`config.mk`:
```
export PLATFORM = sky130hd
export DESIGN_NAME = clock_run_step_controller
export DESIGN_NICKNAME = d
export VERILOG_FILES = /design/src/rtl/clock_run_step_controller.sv
export SDC_FILE = /design/constraint.sdc
export NUM_CORES = 1
export LEC_CHECK = 0
export CORE_AREA = 2 2 50 52
export CTS_BUF_LIST = sky130_fd_sc_hd__clkbuf_4
export DETAILED_ROUTE_END_ITERATION = 8
export DIE_AREA = 0 0 52 54
export PLACE_DENSITY = 0.77
export SETUP_SLACK_MARGIN = 0.05
export SYNTH_ARGS = -nofsm -noshare
export SYNTH_HDL_FRONTEND = slang
export SYNTH_SLANG_ARGS = --single-unit
```
`constraint.sdc`:
```
create_clock -name GlobalClock -period 2.25 [get_ports GlobalClock]
set_clock_uncertainty 0.1 [all_clocks]
set_input_delay 0.225 -clock GlobalClock [delete_from_list [all_inputs] [get_ports GlobalClock]]
set_output_delay 0.225 -clock GlobalClock [all_outputs]
set_load 0.1 [all_outputs]
```
`src/rtl/clock_run_step_controller.sv`:
```
// Derives the processor clock bus from ClockTick with run/halt/single-step control from two board pins.
// Optional CLKCTRL_CYCLE_COUNT_EN adds a 32-bit count of derived-clock rising edges.
module clock_run_step_controller #(
    parameter int HighTicks  = 1,
    parameter int LowTicks   = 1,
    parameter int NrOfBits   = 8,
    parameter int SyncStages = 2
) (
    input  logic        GlobalClock,
    input  logic        Reset,
    input  logic        ClockTick,
    input  logic        RunReq,
    input  logic        StepReq,
    output logic [4:0]  ClockBus,
    output logic        Running,
`ifdef CLKCTRL_CYCLE_COUNT_EN
    output logic        StepBusy,
    output logic [31:0] CycleCount
`else
    output logic        StepBusy
`endif
);
    localparam int SYNC_N = (SyncStages < 2) ? 2 : SyncStages;
    localparam logic [NrOfBits-1:0] HI_LOAD = (HighTicks <= 1) ? '0 : NrOfBits'(HighTicks - 1);
    localparam logic [NrOfBits-1:0] LO_LOAD = (LowTicks <= 1) ? '0 : NrOfBits'(LowTicks - 1);

    typedef enum logic [2:0] {HALT, RUN_LO, RUN_HI, STEP_HI, STEP_LO} state_t;

    state_t              r_state, w_state_nxt;
    logic [SYNC_N:0]     r_run_sync, r_step_sync;
    logic [NrOfBits-1:0] r_cnt, w_cnt_nxt;
    logic                r_clk, r_pos, r_neg, r_running, r_busy;
    logic                r_step_pend, r_pend_run, r_halt_pend;
    logic                w_clk_nxt, w_pos_nxt, w_neg_nxt;
    logic                w_step_pend_nxt, w_pend_run_nxt, w_halt_pend_nxt;
    logic                w_run_edge, w_step_edge, w_phase_end, w_run_toggled;

    // Top bit of each chain is the edge detector's previous sample.
    assign w_run_edge    = r_run_sync[SYNC_N-1] & ~r_run_sync[SYNC_N];
    assign w_step_edge   = r_step_sync[SYNC_N-1] & ~r_step_sync[SYNC_N];
    assign w_phase_end   = ClockTick && (r_cnt == '0);
    assign w_run_toggled = r_pend_run ^ w_run_edge;

    always_comb begin
        w_state_nxt     = r_state;
        w_cnt_nxt       = (ClockTick && r_cnt != '0) ? r_cnt - NrOfBits'(1) : r_cnt;
        w_clk_nxt       = r_clk;
        w_pos_nxt       = 1'b0;
        w_neg_nxt       = 1'b0;
        w_step_pend_nxt = r_step_pend;
        w_pend_run_nxt  = r_pend_run;
        w_halt_pend_nxt = r_halt_pend;
        case (r_state)
            HALT: begin
                w_clk_nxt = 1'b0;
                if (w_run_edge) begin
                    w_state_nxt     = RUN_LO;
                    w_cnt_nxt       = LO_LOAD;
                    w_step_pend_nxt = 1'b0;
                end else if ((r_step_pend || w_step_edge) && ClockTick) begin
                    w_state_nxt     = STEP_HI;
                    w_cnt_nxt       = HI_LOAD;
                    w_clk_nxt       = 1'b1;
                    w_pos_nxt       = 1'b1;
                    w_step_pend_nxt = 1'b0;
                end else if (w_step_edge) begin
                    w_step_pend_nxt = 1'b1;
                end
            end
            RUN_LO: begin
                // Clock is already low here, so halting at once cannot glitch it.
                if (w_run_edge) begin
                    w_state_nxt = HALT;
                end else if (w_phase_end) begin
                    w_state_nxt = RUN_HI;
                    w_cnt_nxt   = HI_LOAD;
                    w_clk_nxt   = 1'b1;
                    w_pos_nxt   = 1'b1;
                end
            end
            RUN_HI: begin
                if (w_run_edge) w_halt_pend_nxt = 1'b1;
                if (w_phase_end) begin
                    w_clk_nxt       = 1'b0;
                    w_neg_nxt       = 1'b1;
                    w_halt_pend_nxt = 1'b0;
                    if (r_halt_pend || w_run_edge) begin
                        w_state_nxt = HALT;
                    end else begin
                        w_state_nxt = RUN_LO;
                        w_cnt_nxt   = LO_LOAD;
                    end
                end
            end
            STEP_HI: begin
                w_pend_run_nxt = w_run_toggled;
                if (w_phase_end) begin
                    w_state_nxt = STEP_LO;
                    w_clk_nxt   = 1'b0;
                    w_neg_nxt   = 1'b1;
                end
            end
            STEP_LO: begin
                w_pend_run_nxt = 1'b0;
                if (w_run_toggled) begin
                    w_state_nxt = RUN_LO;
                    w_cnt_nxt   = LO_LOAD;
                end else begin
                    w_state_nxt = HALT;
                end
            end
            default: begin
                w_state_nxt = HALT;
                w_clk_nxt   = 1'b0;
            end
        endcase
    end

    always_ff @(posedge GlobalClock) begin
        if (Reset) begin
            r_state     <= HALT;
            r_run_sync  <= '0;
            r_step_sync <= '0;
            r_cnt       <= '0;
            r_clk       <= 1'b0;
            r_pos       <= 1'b0;
            r_neg       <= 1'b0;
            r_running   <= 1'b0;
            r_busy      <= 1'b0;
            r_step_pend <= 1'b0;
            r_pend_run  <= 1'b0;
            r_halt_pend <= 1'b0;
        end else begin
            r_state     <= w_state_nxt;
            r_run_sync  <= {r_run_sync[SYNC_N-1:0], RunReq};
            r_step_sync <= {r_step_sync[SYNC_N-1:0], StepReq};
            r_cnt       <= w_cnt_nxt;
            r_clk       <= w_clk_nxt;
            r_pos       <= w_pos_nxt;
            r_neg       <= w_neg_nxt;
            r_running   <= (w_state_nxt == RUN_LO) || (w_state_nxt == RUN_HI);
            r_busy      <= (w_state_nxt == STEP_HI) || (w_state_nxt == STEP_LO);
            r_step_pend <= w_step_pend_nxt;
            r_pend_run  <= w_pend_run_nxt;
            r_halt_pend <= w_halt_pend_nxt;
        end
    end

`ifdef CLKCTRL_CYCLE_COUNT_EN
    logic [31:0] r_cycles;
    always_ff @(posedge GlobalClock) begin
        if (Reset)          r_cycles <= '0;
        else if (w_pos_nxt) r_cycles <= r_cycles + 32'd1;
    end
    assign CycleCount = r_cycles;
`endif

    assign ClockBus = {GlobalClock, r_neg, r_pos, ~r_clk, r_clk};
    assign Running  = r_running;
    assign StepBusy = r_busy;
endmodule

```
==> impl_metrics.ini <==
[setup_path]
critPathBufInv = 3
crit_path_start = GlobalClock
critPathMaxStageDelay_ps = 450
arrival_ps = 1810
cp_common_cell = clkbuf_4
path_depth = 3
cp.required_ps = 1920
rr_endpoint = r_cnt[3]
start_kind = clock port
crit_chain = clkbuf_4 > clkbuf_4 > clkdlybuf4s15_2
r2r_start = r_cnt[0]
r2r_slack_ps = 210
worstPathMaxFanout = 2
cpMaxStageDelayCell = clkdlybuf4s15_2
end_kind = output pin
reg2regPathDepth = 7
criticalPathCategory = clock port to output pin
cp-endpoint = ClockBus[4]
crit_family = buffers and inverters

[clock_network]
cts_tree = yes
ctsHoldBuffers = 0
clk-insertion-delay-late_ps = 420
post_cts_buffers = 0
clkTransAtPathRegs_ps = 140
post_cts_resized = 3

[finish]
n_fill_cell = 205
drive_gt1_frac = 0.168
finalNetCount = 157
diodes = 0
area_delta_synth_final_pct = 13.4

[drt]
routed-via-count = 1068
vias_per_cell = 5.97
met2WireLength_um = 1140
post_drt_wl_per_cell_um = 13.0
dr.pass1.iters = 4
ant_nets = 0
drt-met1-wl_um = 1020
met3_length_um = 129
drtIter0Drc = 27
drc = 0
highest_layer = met4
routed_wl_um = 2330

[yosys]
avgSynthCellArea_um2 = 8.99
syn_nets = 145
syn_inst = 138
synth.top_cells.by_count = 25 x dfxtp_1, 10 x nor2_1, 9 x a211oi_1, 9 x a21oi_1, 9 x nor2b_1
yosysMostFrequentCell = dfxtp_1
ys_warn_count = 0
synth_area_leader_cell = dfxtp_1
synth_seq_cells = 25
ys_async_sr_fraction = 0
yosys.area.top_type_share = 0.403
synth_edf_count = 0
synth_cell_types = 40
syn_area_um2 = 1240
yosysSeqAreaShare = 0.403
synth_area_leaders = dfxtp_1 40%, a211oi_1 5.4%, nor2b_1 4.5%, a21oi_1 3.6%, nor2_1 3.0%
synth_flop_cell = dfxtp_1

[power_and_ir_drop]
vdd_drop_max_mv = 1.27
p_per_area_nw_per_um2 = 1400
finalPower_uw = 1970
leakagePower_uw = 0.000527

[place]
post-place-ws_ps = -140
io_buffer_count = 11
place_congestion = 0.832
hpwlAfterDp_um = 1620

[floorplan]
fp.dieH_um = 54
start_util = 0.535
die_w_um = 52
fp-row-count = 18
boundaryPins = 12
core_area_um2 = 2320
dieArea_um2 = 2810

[grt]
antenna_found_initial = 0
grt_max_degree = 16
grt_first_pass_wirelength_um = 3930
grt_pass1_vias = 967
grt_remaining_overflow = 0
grt_usage = 0.192

[timing]
slew_headroom = 0.639
finalWorstSetupSlack_ps = 116
hold_viol = 0
worst_pin_slew_ps = 543
rsz0062_at_grt = no
setup_viol = 0
slew_violations = 0

[worst_hold_path]
hold_path.class = primary input to flop

[flow_run]
drv_cap = 0

[status]
status = finished clean
==> per-stage QoR <==
step           TNS [ps]  std cells  hold WS, ps   util  area (um2)
2_1_floorplan         0        138          197      -        1240
3_3_place_gp       -140        172          319  0.581        1350
3_5_place_dp       -140        172          327  0.581        1350
4_1_cts               0        179          224  0.605        1400
5_1_grt               0        179          242  0.607        1410
6_report              0        179          231  0.607        1410
==> cell type report <==
| type | instances | area (um2) | share of cell area |
|---|---|---|---|
| clock buffer | 8 | 63.8 | 0.0453 |
| inverter | 6 | 22.5 | 0.0160 |
| multi-input combinational | 96 | 656 | 0.466 |
| sequential | 25 | 500 | 0.356 |
| tap | 30 | 37.5 | 0.0267 |
| timing repair buffer | 14 | 128 | 0.0907 |
==> logic make-up after synthesis <==
| group | share of synthesized area |
|---|---|
| xor gates and xnor gates | 0.0494 |
| DFF | 0.403 |
| adders and majority gates | 0.0202 |
| AOI/OAI and AO/OA | 0.208 |
| buffers and inverters | 0.0726 |
| muxes | 0.00806 |
| and+or+nand+nor | 0.239 |
==> layer usage <==
metal | vias to the layer above | global-route usage
li1 | 515 | -
met1 | 502 | 0.226
met2 | 44 | 0.310
met3 | 7 | 0.0417
met4 | 0 | 0.136
met5 | - | 0
==> cells in the final DEF (no fill, tap or decap), drive strengths merged, types with 2 or more instances in the layout <==
cell           instances
nor2b                  9
or4                    2
buf                   10
nand2b                 5
nor4                   3
clkbuf                 7
xor2                   4
xnor2                  3
inv                    6
clkdlybuf4s50          4
o21ai                  5
dfxtp                 25
o21a                   3
nor2                  10
nand2                  4
nand4b                 2
nor3                   7
a21oi                  9
ha                     2
nand3                  2
a211oi                 9
nand4                  3
==> worst register-to-register path: cells and delay by family (launching register included) <==
family	cells	cell delay [ps]
xor+xnor	1	160
buf+inv	1	90
compound gates	2	450
fa+ha+maj	1	220
simple gates	2	600
flops	1	350
==> where the power goes <==
group,switching [uW],internal [uW]
Sequential,86.3,522
Clock,294,165
Combinational,530,371
==> sequential cells by signal, summed over array words and instances, names as in the netlist <==
name	cells
Running	1
StepBusy	1
r_clk	1
r_cnt	8
r_halt_pend	1
r_neg	1
r_pend_run	1
r_pos	1
r_run_sync	3
r_state	3
r_step_pend	1
r_step_sync	3
==> how the worst min path moves through the flow <==
stage | start | end | cells after the start
finish | RunReq | r_run_sync[0] | 2
global route | RunReq | r_run_sync[0] | 2
CTS | RunReq | r_run_sync[0] | 2
detailed placement | r_step_sync[0] | r_step_sync[1] | 1
global placement | r_run_sync[0] | r_run_sync[1] | 1
floorplan | Reset | r_run_sync[0] | 1
(Power assumes the default switching activity.)
